===== src/rtl/byte_joining_ctrl.sv =====
// rtl/byte_joining_ctrl.sv - lane-to-byte joining sequencer for the deserializer datapath
//
// Purpose: steers the byte-joining mux across 1, 2 or 4 lanes and strobes the
// lane holding registers. It waits in ALIGN until every active lane has a
// valid word, then cycles the lane select while data is valid. It drops to
// ERROR if an active lane loses valid while running.
//
// Ports:
//   clk1M        in   byte-rate clock, all flops on its rising edge
//   reset        in   asynchronous active-high reset
//   enable       in   1 = join, 0 = stop (return to IDLE)
//   lane_mode    in   00 x1, 01 x2, 10 x4, 11 reserved (sampled in IDLE only)
//   lanes_valid  in   per-lane word-valid from the serial-to-parallel stage
//   ctr_3        out  lane-select code to the byte-joining mux
//   load         out  one-cycle capture strobe for the lane holding registers
//   data_valid   out  mux output carries a valid joined byte
//   lane_err     out  sticky: an active lane lost valid in RUN
//   cfg_err      out  sticky: reserved lane_mode requested
//   state        out  current FSM state code (debug)
//
// Every output comes straight from a flop. For that reason the load pulse that
// primes the holding registers appears in a final ALIGN cycle, the "armed"
// cycle marked by load_q. RUN then starts with counter 0 and data valid.

module byte_joining_ctrl (
    input  logic       clk1M,
    input  logic       reset,
    input  logic       enable,
    input  logic [1:0] lane_mode,
    input  logic [3:0] lanes_valid,
    output logic [1:0] ctr_3,
    output logic       load,
    output logic       data_valid,
    output logic       lane_err,
    output logic       cfg_err,
    output logic [1:0] state
);

    typedef enum logic [1:0] {
        ST_IDLE  = 2'b00,
        ST_ALIGN = 2'b01,
        ST_RUN   = 2'b10,
        ST_ERROR = 2'b11
    } state_t;

    state_t     state_q, state_d;
    logic [1:0] ctr_q, ctr_d;
    logic       load_q, load_d;
    logic       dv_q, dv_d;
    logic       lane_err_q, lane_err_d;
    logic       cfg_err_q, cfg_err_d;
    logic [1:0] mode_q, mode_d;

    logic [3:0] mask;
    logic [1:0] last;
    logic       all_valid;

    // Active lanes come from the latched mode only. This keeps a lane_mode change
    // outside IDLE from disturbing the sequence.
    always_comb begin
        mask = 4'b1111;
        last = 2'd3;
        case (mode_q)
            2'b00: begin mask = 4'b0001; last = 2'd0; end
            2'b01: begin mask = 4'b0011; last = 2'd1; end
            default: begin mask = 4'b1111; last = 2'd3; end
        endcase
    end

    assign all_valid = ((lanes_valid & mask) == mask);

    always_comb begin
        state_d    = state_q;
        ctr_d      = 2'd0;
        load_d     = 1'b0;
        dv_d       = 1'b0;
        lane_err_d = lane_err_q;
        cfg_err_d  = cfg_err_q;
        mode_d     = mode_q;
        case (state_q)
            ST_IDLE: begin
                if (enable) begin
                    if (lane_mode == 2'b11) begin
                        cfg_err_d = 1'b1;
                    end else begin
                        state_d    = ST_ALIGN;
                        mode_d     = lane_mode;
                        cfg_err_d  = 1'b0;
                        lane_err_d = 1'b0;
                    end
                end
            end
            ST_ALIGN: begin
                if (!enable) begin
                    state_d = ST_IDLE;
                end else if (load_q) begin
                    // Armed cycle done: lane words are captured, so RUN starts at select 0.
                    state_d = ST_RUN;
                    dv_d    = 1'b1;
                    load_d  = (last == 2'd0);
                end else if (all_valid) begin
                    load_d = 1'b1;
                end
            end
            ST_RUN: begin
                if (!enable) begin
                    // Disable wins over a simultaneous lane drop and sets no error.
                    state_d = ST_IDLE;
                end else if (!all_valid) begin
                    state_d    = ST_ERROR;
                    lane_err_d = 1'b1;
                end else begin
                    dv_d   = 1'b1;
                    ctr_d  = (ctr_q == last) ? 2'd0 : ctr_q + 2'd1;
                    load_d = ((ctr_q == last) ? 2'd0 : ctr_q + 2'd1) == last;
                end
            end
            ST_ERROR: begin
                if (!enable) state_d = ST_IDLE;
            end
            default: state_d = ST_IDLE;
        endcase
    end

    always_ff @(posedge clk1M or posedge reset) begin
        if (reset) begin
            state_q    <= ST_IDLE;
            ctr_q      <= 2'd0;
            load_q     <= 1'b0;
            dv_q       <= 1'b0;
            lane_err_q <= 1'b0;
            cfg_err_q  <= 1'b0;
            mode_q     <= 2'b10;
        end else begin
            state_q    <= state_d;
            ctr_q      <= ctr_d;
            load_q     <= load_d;
            dv_q       <= dv_d;
            lane_err_q <= lane_err_d;
            cfg_err_q  <= cfg_err_d;
            mode_q     <= mode_d;
        end
    end

    assign ctr_3      = ctr_q;
    assign load       = load_q;
    assign data_valid = dv_q;
    assign lane_err   = lane_err_q;
    assign cfg_err    = cfg_err_q;
    assign state      = state_q;

endmodule

===== config.mk =====
export PLATFORM = sky130hd
export DESIGN_NAME = byte_joining_ctrl
export DESIGN_NICKNAME = d
export VERILOG_FILES = /design/src/rtl/byte_joining_ctrl.sv
export SDC_FILE = /design/constraint.sdc
export NUM_CORES = 1
export LEC_CHECK = 0
export CORE_AREA = 2 2 39 41
export DETAILED_ROUTE_END_ITERATION = 8
export DIE_AREA = 0 0 41 43
export DONT_BUFFER_PORTS = 1
export HOLD_SLACK_MARGIN = 0.03
export PLACE_DENSITY = 0.71
export SLEW_MARGIN = 30
export SYNTH_ARGS = -nofsm -noshare
export SYNTH_HDL_FRONTEND = slang
export SYNTH_SLANG_ARGS = --single-unit

===== constraint.sdc =====
create_clock -name clk1M -period 1.6 [get_ports clk1M]
set_input_delay 0.32 -clock clk1M [delete_from_list [all_inputs] [get_ports clk1M]]
set_output_delay 0.32 -clock clk1M [all_outputs]
set_load 0.05 [all_outputs]

==> impl_metrics.prom, run 1 <==
# TYPE chip_impl_metric gauge
chip_impl_info{name="run_status",value="complete, no violations"} 1
chip_impl_metric{name="core",unit="um2"} 1380
chip_impl_metric{name="start_util",unit="%"} 44.3
chip_impl_metric{name="synth_warnings",unit=""} 0
chip_impl_info{name="post-synth-top-area-cell",value="dfrtp_1"} 1
chip_impl_metric{name="synth.cell_area",unit="um2"} 613
chip_impl_metric{name="dpl_cell_area",unit="um2"} 697
chip_impl_metric{name="floorplan.die_area",unit="um2"} 1760
chip_impl_metric{name="max_slew_margin",unit="%"} 67.0
chip_impl_metric{name="gr-usage-all-layers",unit="%"} 16.2
chip_impl_metric{name="cts_buffers",unit=""} 3
chip_impl_metric{name="drt_iter0_drcs",unit=""} 11
chip_impl_metric{name="achievable-frequency",unit="GHz"} 0.651
chip_impl_metric{name="syn-mean-instance-area",unit="um2"} 9.02
chip_impl_metric{name="postSynthCellCount",unit=""} 68
chip_impl_metric{name="synth.distinct_cells",unit=""} 26
chip_impl_metric{name="detailedPlace.worstSlack",unit="ps"} 74.4
chip_impl_metric{name="finalSetupViolCount",unit=""} 0
chip_impl_info{name="slowest_stage",value="dfrtp_2"} 1
chip_impl_metric{name="post-route-min-period",unit="ps"} 1540
chip_impl_metric{name="power.internal",unit="uW"} 813
chip_impl_metric{name="grt_pass1_vias",unit=""} 481
chip_impl_metric{name="period_share",unit="%"} 96.0
chip_impl_info{name="worstSetupPathType",value="reg2reg"} 1
chip_impl_metric{name="largest_voltage_drop_on_the_vdd_net",unit="uV"} 1090
chip_impl_metric{name="critical_path_required",unit="ps"} 1780
chip_impl_metric{name="totalNegativeSetupSlack",unit="ps"} 0
chip_impl_metric{name="buffer_levels_on_the_longest_clock_path",unit=""} 2
chip_impl_metric{name="part_of_the_power_in_the_clock_network",unit="%"} 15.8
chip_impl_metric{name="finish.utilization",unit="%"} 57.3
chip_impl_info{name="netlist_top_cells_area",value="dfrtp_1 (37%), ha_1 (10%), nor2_1 (5.5%), a21oi_1 (4.9%), dfstp_2 (4.3%)"} 1
chip_impl_info{name="worstPathCellList",value="ha_4 -> nor2b_4 -> o21a_1 -> a311oi_2 -> mux2i_1"} 1
chip_impl_metric{name="p_sw",unit="uW"} 615
chip_impl_metric{name="dp.final_hpwl",unit="um"} 994
chip_impl_metric{name="finClkSkew",unit="ps"} 0.696
chip_impl_info{name="grt_setup_unrepaired",value="yes"} 1
chip_impl_metric{name="pin_count_of_the_biggest_net_entering_global_routing",unit=""} 11
chip_impl_metric{name="post_synth_mux_area_share",unit="%"} 3.27
chip_impl_metric{name="leakagePower",unit="nW"} 0.362
chip_impl_info{name="main_combinational_cell_family_by_area_after_synthesis",value="simple AND/OR/NAND/NOR gates"} 1
chip_impl_metric{name="worst_path_largest_cell_delay",unit="ps"} 450
chip_impl_metric{name="tritoncts_num_sinks",unit=""} 10
chip_impl_info{name="critical_path.top_delay_family",value="compound AO/OA/AOI/OAI gates"} 1
chip_impl_metric{name="wl_per_cell",unit="um"} 13.2
chip_impl_info{name="timing.hold.worst.class",value="in2reg"} 1
chip_impl_metric{name="gpl.final_weighted_congestion",unit=""} 0.816
chip_impl_metric{name="p_total",unit="mW"} 1.43
chip_impl_metric{name="slew_violations",unit=""} 0
chip_impl_metric{name="fp-row-count",unit=""} 14
chip_impl_metric{name="max_fanout_on_critical_path",unit=""} 5
chip_impl_metric{name="critPathBufInv",unit=""} 0
chip_impl_metric{name="fillerInstances",unit=""} 113
chip_impl_metric{name="worst_pin_slew",unit="ps"} 494
chip_impl_info{name="tritoncts",value="built"} 1
chip_impl_metric{name="clk_pin_slew_worst_paths",unit="ps"} 70
chip_impl_metric{name="power_density",unit="nW/um2"} 1800
chip_impl_metric{name="drv.max_cap_violation_count",unit=""} 0
chip_impl_metric{name="worstPathArrival",unit="ps"} 1720
chip_impl_metric{name="fraction_of_the_mapped_netlist_area_in_compound_gates",unit="%"} 16.9
chip_impl_metric{name="fraction_of_final_layout_cells_sized_beyond_drive_strength_1",unit="%"} 29.8
chip_impl_info{name="clock_tree.root_cell",value="clkbuf_4"} 1
chip_impl_metric{name="area_growth_syn_to_layout",unit="%"} 29.4
chip_impl_metric{name="final_hold_viol_count",unit=""} 0
chip_impl_metric{name="detail-route-antenna-nets",unit=""} 0
chip_impl_metric{name="clkLatencyLatePin",unit="ps"} 250
chip_impl_metric{name="wl",unit="um"} 1320
chip_impl_metric{name="post_synth_xor_xnor_area",unit="%"} 0
chip_impl_metric{name="avgViaCountPerCell",unit=""} 5.36
chip_impl_metric{name="route.vias.total",unit=""} 536
chip_impl_info{name="critPathLaunchType",value="flop"} 1
chip_impl_metric{name="die-width",unit="um"} 41
chip_impl_metric{name="antenna_cells_inserted",unit=""} 0
chip_impl_metric{name="stdcell_area",unit="um2"} 793
chip_impl_metric{name="synth_nets",unit=""} 82
chip_impl_metric{name="synthSimpleGateAreaFrac",unit="%"} 24.1
chip_impl_metric{name="p_seq_share",unit="%"} 33.5
chip_impl_metric{name="drt_first_pass_iters",unit=""} 4
chip_impl_metric{name="final_nets",unit=""} 99
chip_impl_metric{name="antenna_found_initial",unit=""} 0
chip_impl_metric{name="synthAdderAreaFrac",unit="%"} 10.2
chip_impl_metric{name="comb_power_share",unit="%"} 50.7
chip_impl_metric{name="grt_first_pass_wirelength",unit="um"} 1980
chip_impl_metric{name="pin_count",unit=""} 17
chip_impl_info{name="critical_path.endpoint_type",value="flop"} 1
chip_impl_metric{name="drt_drc_violations_left",unit=""} 0
chip_impl_metric{name="fin_ws",unit="ps"} 63.2
chip_impl_metric{name="portBuffers",unit=""} 0
chip_impl_metric{name="synth_top_cell_area_share",unit="%"} 36.7
chip_impl_metric{name="globalRouteOverflowTotal",unit=""} 0
chip_impl_metric{name="synth_sequential_area_ratio",unit="%"} 41.0
chip_impl_metric{name="die_h",unit="um"} 43
chip_impl_metric{name="switching_share",unit="%"} 43.0
chip_impl_metric{name="ys_seq_elements",unit=""} 10
chip_impl_metric{name="htree_levels",unit=""} 1
chip_impl_metric{name="r2r_slack",unit="ps"} 60
-- cells in the mapped netlist --
| cell | n |
|---|---|
| o21a_1 | 1 |
| o2111ai_1 | 1 |
| a21boi_0 | 1 |
| nor2b_1 | 1 |
| nor3_1 | 2 |
| inv_1 | 5 |
| clkbuf_1 | 1 |
| a311oi_2 | 1 |
| buf_2 | 1 |
| nand2_1 | 5 |
| o211ai_1 | 1 |
| o21ai_2 | 1 |
| nand2b_1 | 3 |
| and2b_1 | 1 |
| mux2i_1 | 2 |
| o21ai_0 | 2 |
| nand3_1 | 3 |
| nand4_1 | 1 |
| dfrtp_1 | 9 |
| a2bb2oi_1 | 1 |
| nor2_1 | 9 |
| a21oi_1 | 6 |
| dfstp_2 | 1 |
| ha_1 | 5 |
| nor4b_1 | 1 |
| nand3b_1 | 3 |
-- worst paths after layout --
| check | from | end | depth (start not counted) |
|---|---|---|---|
| worst min-delay path | enable | load | 2 |
| worst max-delay path | state[0] | state[1] | 5 |
| min in group asynchronous | reset | cfg_err | 2 |
| worst min register to register | ctr_3[0] | ctr_3[0] | 1 |
| worst max register to register | state[0] | state[1] | 5 |
| max in group asynchronous | reset | mode_q[1] | 2 |
-- area by class of cell --
class / count / area, um2 / share of cell area (%)
tap: 16 / 20.0 / 2.52
timing repair buffer: 14 / 108 / 13.6
clock buffer: 4 / 36.3 / 4.57
multi-input combinational: 51 / 354 / 44.6
sequential: 10 / 254 / 32.0
inverter: 5 / 21.3 / 2.68
-- per-stage QoR --
step / cells / hold WS [ps]
finish: 100 / 219
global route: 100 / 214
CTS: 96 / 214
detailed placement: 91 / 222
global placement: 91 / 210
floorplan: 68 / 159
-- worst reg2reg max path: cells and delay by family, from the launching register on --
kind	cells	cell delay [ps]
compound gates	2	500
flops	1	450
mux	1	220
fa+ha+maj	1	180
simple gates	1	110
-- power groups by stage --
stage	clock, mW	sequential (mW)	combinational (mW)
2_1_floorplan	0	0.580	0.342
3_3_place_gp	0	0.469	0.623
3_5_place_dp	0	0.472	0.635
4_1_cts	0.232	0.468	0.641
5_1_grt	0.248	0.488	0.798
6_report	0.226	0.478	0.724
-- per-layer routing --
layer	vias to the layer above	part of all wire [%]	wire length, um	global-route usage (%)
li1	268	-	-	-
met1	248	44	585	22.6
met2	16	49	647	25.0
met3	4	5.1	68	3.14
met4	0	1.7	22	4.00
met5	-	0	0	0
-- flip-flops by register name, summed over array words and instances, names as in the netlist --
register	count
load	1
mode_q	2
ctr_3	2
data_valid	1
cfg_err	1
lane_err	1
state	2
-- layout by cell type (no fill, tap or decap) --
cell type,n
a21oi_1,6
clkbuf_4,3
o21ai_0,2
buf_4,13
mux2i_1,2
dfrtp_2,2
dlygate4sd3_1,1
nand2_1,5
ha_1,4
clkbuf_8,1
nand3_1,3
a311oi_2,1
o211ai_1,1
inv_4,1
nor3_1,2
a21boi_0,1
nand4_1,1
dfstp_2,1
nor4b_1,1
ha_4,1
and2b_1,1
nor2_1,9
nand2b_1,3
o21ai_2,1
a2bb2oi_1,1
nor2b_4,1
o2111ai_1,1
o21a_1,1
nand3b_1,3
inv_1,4
dfrtp_1,7
-- what timing repair did --
| action | 4_1_cts | 5_1_grt |
|---|---|---|
| resized for setup | 0 | 3 |
| endpoints found under the hold margin | 9 | 0 |
| buffers inserted | 0 | 4 |
| setup endpoints to repair | 0 | 1 |
| hold buffers | 1 | 0 |
-- cells by family (layout without fill, tap and decap cells) --
family                     count (synthesis)  count (layout)
AOI/OAI and AO/OA                         15              15
muxes                                      2               2
and+or+nand+nor                           29              29
DFF                                       10              10
buffers and inverters                      7              23
adders and majority gates                  5               5
Note: power is estimated with default switching activity, not from simulation.
==> run 2, diff against run 1 <==
--- a/config.mk
+++ b/config.mk
@@ -5,12 +5,14 @@
 export SDC_FILE = /design/constraint.sdc
 export NUM_CORES = 1
 export LEC_CHECK = 0
-export CORE_AREA = 2 2 39 41
+export CELL_PAD_IN_SITES_DETAIL_PLACEMENT = 1
+export CELL_PAD_IN_SITES_GLOBAL_PLACEMENT = 1
+export CORE_AREA = 2 2 43 45
 export DETAILED_ROUTE_END_ITERATION = 8
-export DIE_AREA = 0 0 41 43
+export DIE_AREA = 0 0 45 47
 export DONT_BUFFER_PORTS = 1
 export HOLD_SLACK_MARGIN = 0.03
-export PLACE_DENSITY = 0.71
+export PLACE_DENSITY = 0.76
 export SLEW_MARGIN = 30
 export SYNTH_ARGS = -nofsm -noshare
 export SYNTH_HDL_FRONTEND = slang
==> run 2 against run 1 <==
Worst hold slack worse by 5.5 ps. Power is 0.15% lower. Global-route usage is 0.29 points lower. Cell count is 1.0% lower. Count of clock-buffer cells in the layout stayed put. Fmax is 3.5% lower. First-iteration DRC count is 45% lower. Clock power is 3% higher. Sequential cell count stayed put. Via count is 0.93% higher. Register-to-register slack worse by 60 ps.
==> impl_metrics.prom, run 2 (synthesized netlist as in run 1, its figures left out) <==
# TYPE chip_impl_metric gauge
chip_impl_metric{name="pin_count_of_the_biggest_net_entering_global_routing",unit=""} 11
chip_impl_metric{name="die-width",unit="um"} 45
chip_impl_metric{name="max_fanout_on_critical_path",unit=""} 5
chip_impl_metric{name="layoutNonFillerInstCount",unit=""} 99
chip_impl_metric{name="stdcell_area",unit="um2"} 782
chip_impl_metric{name="start_util",unit="%"} 37.1
chip_impl_metric{name="avgViaCountPerCell",unit=""} 5.46
chip_impl_info{name="worstSetupPathType",value="reg2reg"} 1
chip_impl_metric{name="drt_iter0_drcs",unit=""} 6
chip_impl_metric{name="largest_voltage_drop_on_the_vdd_net",unit="uV"} 900
chip_impl_metric{name="tritoncts_num_sinks",unit=""} 10
chip_impl_metric{name="portBuffers",unit=""} 0
chip_impl_metric{name="worst_hold_slack",unit="ps"} 213
chip_impl_metric{name="reg2reg_depth",unit=""} 5
chip_impl_metric{name="finClkSkew",unit="ps"} 2.01
chip_impl_metric{name="floorplan.die_area",unit="um2"} 2120
chip_impl_metric{name="fin_ws",unit="ps"} 7.58
chip_impl_metric{name="clk_pin_slew_worst_paths",unit="ps"} 70
chip_impl_metric{name="max_slew_margin",unit="%"} 66.8
chip_impl_metric{name="antenna_found_initial",unit=""} 0
chip_impl_info{name="tritoncts",value="built"} 1
chip_impl_metric{name="antenna_cells_inserted",unit=""} 0
chip_impl_metric{name="fraction_of_final_layout_cells_sized_beyond_drive_strength_1",unit="%"} 29.3
chip_impl_metric{name="pin_count",unit=""} 17
chip_impl_info{name="run_status",value="complete, no violations"} 1
chip_impl_metric{name="area_growth_syn_to_layout",unit="%"} 27.6
chip_impl_metric{name="detailedPlace.worstSlack",unit="ps"} 39.1
chip_impl_metric{name="cts_buffers",unit=""} 3
chip_impl_metric{name="fp-row-count",unit=""} 15
chip_impl_metric{name="finalSetupViolCount",unit=""} 0
chip_impl_metric{name="detail-route-antenna-nets",unit=""} 0
chip_impl_metric{name="route.vias.total",unit=""} 541
chip_impl_metric{name="htree_levels",unit=""} 1
chip_impl_metric{name="gr-usage-all-layers",unit="%"} 15.9
chip_impl_info{name="leading_cell_type_in_the_layout_fill_and_taps_excluded",value="buf_4"} 1
chip_impl_metric{name="number_of_cells_in_the_design_after_placement",unit=""} 91
chip_impl_metric{name="dp.final_hpwl",unit="um"} 1090
chip_impl_metric{name="worst_pin_slew",unit="ps"} 498
chip_impl_metric{name="globalRouteOverflowTotal",unit=""} 0
chip_impl_info{name="commonest_cells_after_routing_fill_and_taps_aside",value="buf_4 (11), nor2_1 (9), dfrtp_1 (7), a21oi_1 (6), nand2_1 (5)"} 1
chip_impl_metric{name="p_total",unit="mW"} 1.43
chip_impl_info{name="critPathLaunchType",value="flop"} 1
chip_impl_metric{name="core",unit="um2"} 1650
chip_impl_metric{name="final_hold_viol_count",unit=""} 0
chip_impl_metric{name="critical_path_required",unit="ps"} 1770
chip_impl_metric{name="wl_per_cell",unit="um"} 15.6
chip_impl_info{name="grt_setup_unrepaired",value="yes"} 1
chip_impl_metric{name="worst_hold_path.num_cells",unit=""} 2
chip_impl_info{name="clock_tree.root_cell",value="clkbuf_4"} 1
chip_impl_metric{name="buffer_levels_on_the_longest_clock_path",unit=""} 2
chip_impl_metric{name="leakagePower",unit="nW"} 0.350
chip_impl_metric{name="drt_drc_violations_left",unit=""} 0
chip_impl_metric{name="period_share",unit="%"} 99.5
chip_impl_metric{name="drt_first_pass_iters",unit=""} 2
chip_impl_info{name="critical_path.endpoint_type",value="flop"} 1
chip_impl_metric{name="grt_first_pass_wirelength",unit="um"} 2320
chip_impl_info{name="timing.hold.worst.class",value="in2reg"} 1
chip_impl_metric{name="die_h",unit="um"} 47
chip_impl_metric{name="achievable-frequency",unit="GHz"} 0.628
chip_impl_metric{name="dpl_cell_area",unit="um2"} 691
chip_impl_metric{name="final_nets",unit=""} 97
chip_impl_metric{name="slew_violations",unit=""} 0
chip_impl_metric{name="grt_pass1_vias",unit=""} 518
chip_impl_metric{name="wl",unit="um"} 1540
chip_impl_metric{name="drv.max_cap_violation_count",unit=""} 0
chip_impl_metric{name="worstPathArrival",unit="ps"} 1770
chip_impl_metric{name="post-route-min-period",unit="ps"} 1590
chip_impl_metric{name="power_density",unit="nW/um2"} 1820
chip_impl_metric{name="gpl.final_weighted_congestion",unit=""} 0.812
chip_impl_metric{name="clkLatencyLatePin",unit="ps"} 260
[run 2: cell count changes in the layout (fill, tap and decap cells not counted)]
cell and delta:
buf_4 -2, ha_1 -1, ha_2 +1
[run 2: report_power, final]
group	total (mW)	internal, mW	switching (mW)
Combinational	0.718	0.320	0.398
Sequential	0.476	0.338	0.137
Clock	0.232	0.138	0.0942
[run 2: stage by stage]
step | TNS [ps] | utilization (%)
global route | -85.6 | 47.3
global placement | 0 | 41.8
detailed placement | 0 | 41.8
finish | 0 | 47.3
floorplan | -31.4 | -
CTS | 0 | 44.6
[run 2: worst paths after layout]
path | start | end | slack [ps]
worst min-delay path | enable | load | 210
worst max register to register | state[0] | state[1] | 8
worst min register to register | ctr_3[0] | ctr_3[0] | 560
min in group asynchronous | reset | ctr_3[1] | 500
worst max-delay path | state[0] | state[1] | 8
max in group asynchronous | reset | mode_q[1] | 780
[run 2: layer usage]
| layer | global-route usage (%) | wire, um | vias up |
|---|---|---|---|
| li1 | - | - | 263 |
| met1 | 18.6 | 660 | 266 |
| met2 | 26.9 | 809 | 10 |
| met3 | 3.46 | 53 | 2 |
| met4 | 9.41 | 19 | 0 |
| met5 | 0 | 0 | - |
[run 2: worst max-delay path, stage by stage, from the launching register on]
cell and delay (ps):
dfrtp_2 450, ha_4 170, nor2b_4 110, o21a_1 190, a311oi_2 320, mux2i_1 260
[run 2: repair_timing]
action,in CTS,in global routing
endpoints found under the hold margin,9,0
setup buffers,0,3
setup endpoints to repair,0,2
resized for setup,0,5
hold buffers,1,0
[run 2: layout make-up]
cell class                 instances  area [um2]
clock buffer                       4        36.3
fill                             205         870
inverter                           5        21.3
multi-input combinational         51         357
sequential                        10         254
tap                               17        21.3
timing repair buffer              12        92.6
==> run 3, diff against run 2 <==
--- a/config.mk
+++ b/config.mk
@@ -13,6 +13,7 @@
 export DONT_BUFFER_PORTS = 1
 export HOLD_SLACK_MARGIN = 0.03
 export PLACE_DENSITY = 0.76
+export SETUP_SLACK_MARGIN = 0.15
 export SLEW_MARGIN = 30
 export SYNTH_ARGS = -nofsm -noshare
 export SYNTH_HDL_FRONTEND = slang
==> run 3 against run 2 <==
Routed wire length shrank 0.91%. Highest routed layer unchanged. Global-route usage increased by 0.72 points. Critical path type unchanged. Worst setup slack gained 71 ps.
==> impl_metrics.prom, run 3 (synthesized netlist as in run 1, its figures left out) <==
# TYPE chip_impl_metric gauge
chip_impl_metric{name="multiInputGateArea",unit="um2"} 382
chip_impl_metric{name="route.vias.total",unit=""} 533
chip_impl_metric{name="drt_iter0_drcs",unit=""} 11
chip_impl_info{name="commonest_cells_after_routing_fill_and_taps_aside",value="buf_4 (10), nor2_1 (9), dfrtp_1 (7), a21oi_1 (6), nand2_1 (5)"} 1
chip_impl_metric{name="slew_violations",unit=""} 0
chip_impl_metric{name="p_total",unit="mW"} 1.44
chip_impl_metric{name="gr-usage-all-layers",unit="%"} 16.6
chip_impl_info{name="critical_path.endpoint_type",value="flop"} 1
chip_impl_metric{name="final_hold_viol_count",unit=""} 0
chip_impl_info{name="slowest_stage",value="dfrtp_2"} 1
chip_impl_metric{name="leakagePower",unit="nW"} 0.341
chip_impl_metric{name="gpl.final_weighted_congestion",unit=""} 0.763
chip_impl_metric{name="period_share",unit="%"} 95.1
chip_impl_metric{name="worst_pin_slew",unit="ps"} 499
chip_impl_metric{name="wl",unit="um"} 1530
chip_impl_metric{name="drt_first_pass_iters",unit=""} 4
chip_impl_metric{name="finalSetupViolCount",unit=""} 0
chip_impl_info{name="run_status",value="complete, no violations"} 1
chip_impl_metric{name="cts_buffers",unit=""} 3
chip_impl_info{name="r2r_end",value="state[1]"} 1
chip_impl_metric{name="clk_pin_slew_worst_paths",unit="ps"} 70
chip_impl_metric{name="power_density",unit="nW/um2"} 1830
chip_impl_info{name="worstPathCellList",value="ha_4 -> nor2b_4 -> o21a_1 -> a311oi_2 -> mux2i_1"} 1
chip_impl_info{name="critPathLaunchType",value="flop"} 1
chip_impl_metric{name="detail-route-antenna-nets",unit=""} 0
chip_impl_metric{name="final-seq-area",unit="um2"} 254
chip_impl_info{name="tritoncts",value="built"} 1
chip_impl_metric{name="start_util",unit="%"} 37.1
chip_impl_metric{name="htree_levels",unit=""} 1
chip_impl_metric{name="max_fanout_on_critical_path",unit=""} 5
chip_impl_metric{name="worstPathArrival",unit="ps"} 1720
chip_impl_metric{name="globalRouteOverflowTotal",unit=""} 0
chip_impl_metric{name="core",unit="um2"} 1650
chip_impl_metric{name="antenna_found_initial",unit=""} 0
chip_impl_metric{name="dp.final_hpwl",unit="um"} 1160
chip_impl_info{name="startpoint",value="state[0]"} 1
chip_impl_info{name="worstHoldStart",value="enable"} 1
chip_impl_metric{name="r2r_slack",unit="ps"} 80
chip_impl_metric{name="reg2reg_depth",unit=""} 5
chip_impl_metric{name="worst_hold_path.num_cells",unit=""} 2
chip_impl_metric{name="drt_drc_violations_left",unit=""} 0
chip_impl_info{name="hold_path_end",value="data_valid"} 1
chip_impl_info{name="grt_setup_unrepaired",value="yes"} 1
chip_impl_metric{name="worst_hold_slack",unit="ps"} 194
chip_impl_metric{name="clkLatencyLatePin",unit="ps"} 270
chip_impl_metric{name="finish.utilization",unit="%"} 47.8
chip_impl_info{name="timing.hold.worst.class",value="in2reg"} 1
chip_impl_metric{name="drv.max_cap_violation_count",unit=""} 0
chip_impl_metric{name="critical_path_required",unit="ps"} 1800
chip_impl_metric{name="antenna_cells_inserted",unit=""} 0
chip_impl_metric{name="wl_per_cell",unit="um"} 15.6
chip_impl_metric{name="grt_pass1_vias",unit=""} 575
chip_impl_metric{name="die-width",unit="um"} 45
chip_impl_info{name="worstSetupPathType",value="reg2reg"} 1
chip_impl_info{name="leading_cell_type_in_the_layout_fill_and_taps_excluded",value="buf_4"} 1
chip_impl_metric{name="max_slew_margin",unit="%"} 66.8
chip_impl_metric{name="post-route-min-period",unit="ps"} 1520
chip_impl_metric{name="final_nets",unit=""} 96
chip_impl_info{name="clock_tree.root_cell",value="clkbuf_4"} 1
chip_impl_metric{name="finClkSkew",unit="ps"} 9.04
chip_impl_metric{name="fp-row-count",unit=""} 15
chip_impl_metric{name="totalNegativeSetupSlack",unit="ps"} 0
chip_impl_metric{name="worst_path_largest_cell_delay",unit="ps"} 460
chip_impl_metric{name="area_growth_syn_to_layout",unit="%"} 28.8
chip_impl_metric{name="largest_voltage_drop_on_the_vdd_net",unit="uV"} 936
chip_impl_metric{name="grt_first_pass_wirelength",unit="um"} 2480
chip_impl_metric{name="tritoncts_num_sinks",unit=""} 10
chip_impl_metric{name="floorplan.die_area",unit="um2"} 2120
chip_impl_metric{name="fillerInstances",unit=""} 199
chip_impl_metric{name="die_h",unit="um"} 47
chip_impl_metric{name="achievable-frequency",unit="GHz"} 0.657
chip_impl_metric{name="fraction_of_final_layout_cells_sized_beyond_drive_strength_1",unit="%"} 32.1
chip_impl_metric{name="portBuffers",unit=""} 0
chip_impl_metric{name="buffer_levels_on_the_longest_clock_path",unit=""} 2
chip_impl_metric{name="pin_count_of_the_biggest_net_entering_global_routing",unit=""} 11
chip_impl_info{name="timing.rr.start",value="state[0]"} 1
chip_impl_metric{name="avgViaCountPerCell",unit=""} 5.44
chip_impl_metric{name="pin_count",unit=""} 17
run 3: layout make-up:
class                   count  share of cell area (%)
clock buffers               4                    3.33
flip-flops and latches     10                    32.2
inverters                   5                    2.69
repair buffers             11                    10.8
multi-input cells          51                    48.3
well taps                  17                    2.69
run 3: worst max-delay path: cells and delay by family, from the launching register on:
family | cells | cell delay (ps)
adders and majority gates | 1 | 170
muxes | 1 | 220
DFF | 1 | 460
AOI/OAI and AO/OA | 2 | 480
and+or+nand+nor | 1 | 110
run 3: repair_timing:
| item | in CTS | in global routing |
|---|---|---|
| hold buffers | 1 | 0 |
| resized for setup | 3 | 5 |
| setup buffers | 2 | 0 |
| setup endpoints to repair | 2 | 5 |
| pin swaps | 1 | 2 |
| hold endpoints to repair | 9 | 0 |
run 3: how the worst max path moves through the flow:
stage / endpoint / slack [ps] / cells after the start
global route: state[1] / 1 / 5
detailed placement: state[1] / 100 / 5
floorplan: state[1] / -30 / 6
CTS: state[0] / 90 / 5
finish: state[1] / 80 / 5
global placement: state[1] / 140 / 5
run 3: through the flow:
step / area (um2) / cells / worst slack, ps
after global routing: 790 / 98 / 1.01
final: 790 / 98 / 78.4
after detailed placement: 697 / 91 / 104
after floorplan: 634 / 68 / -31.3
after global placement: 697 / 91 / 144
after CTS: 768 / 98 / 89.1
run 3: power by group:
part	internal, mW	switching, mW
clock network	0.0966	0.0931
registers	0.338	0.139
logic	0.351	0.424
total	0.786	0.657
run 3: layer usage:
layer  routed length, um  vias to the layer above  global-route usage (%)  share of wire [%]
met5                   0                        -                       0                  0
met4                  44                        0                    8.82                2.9
met3                  54                        5                    2.31                3.5
li1                    -                      264                       -                  -
met2                 767                       11                    28.0                 50
met1                 662                      253                    20.8                 43
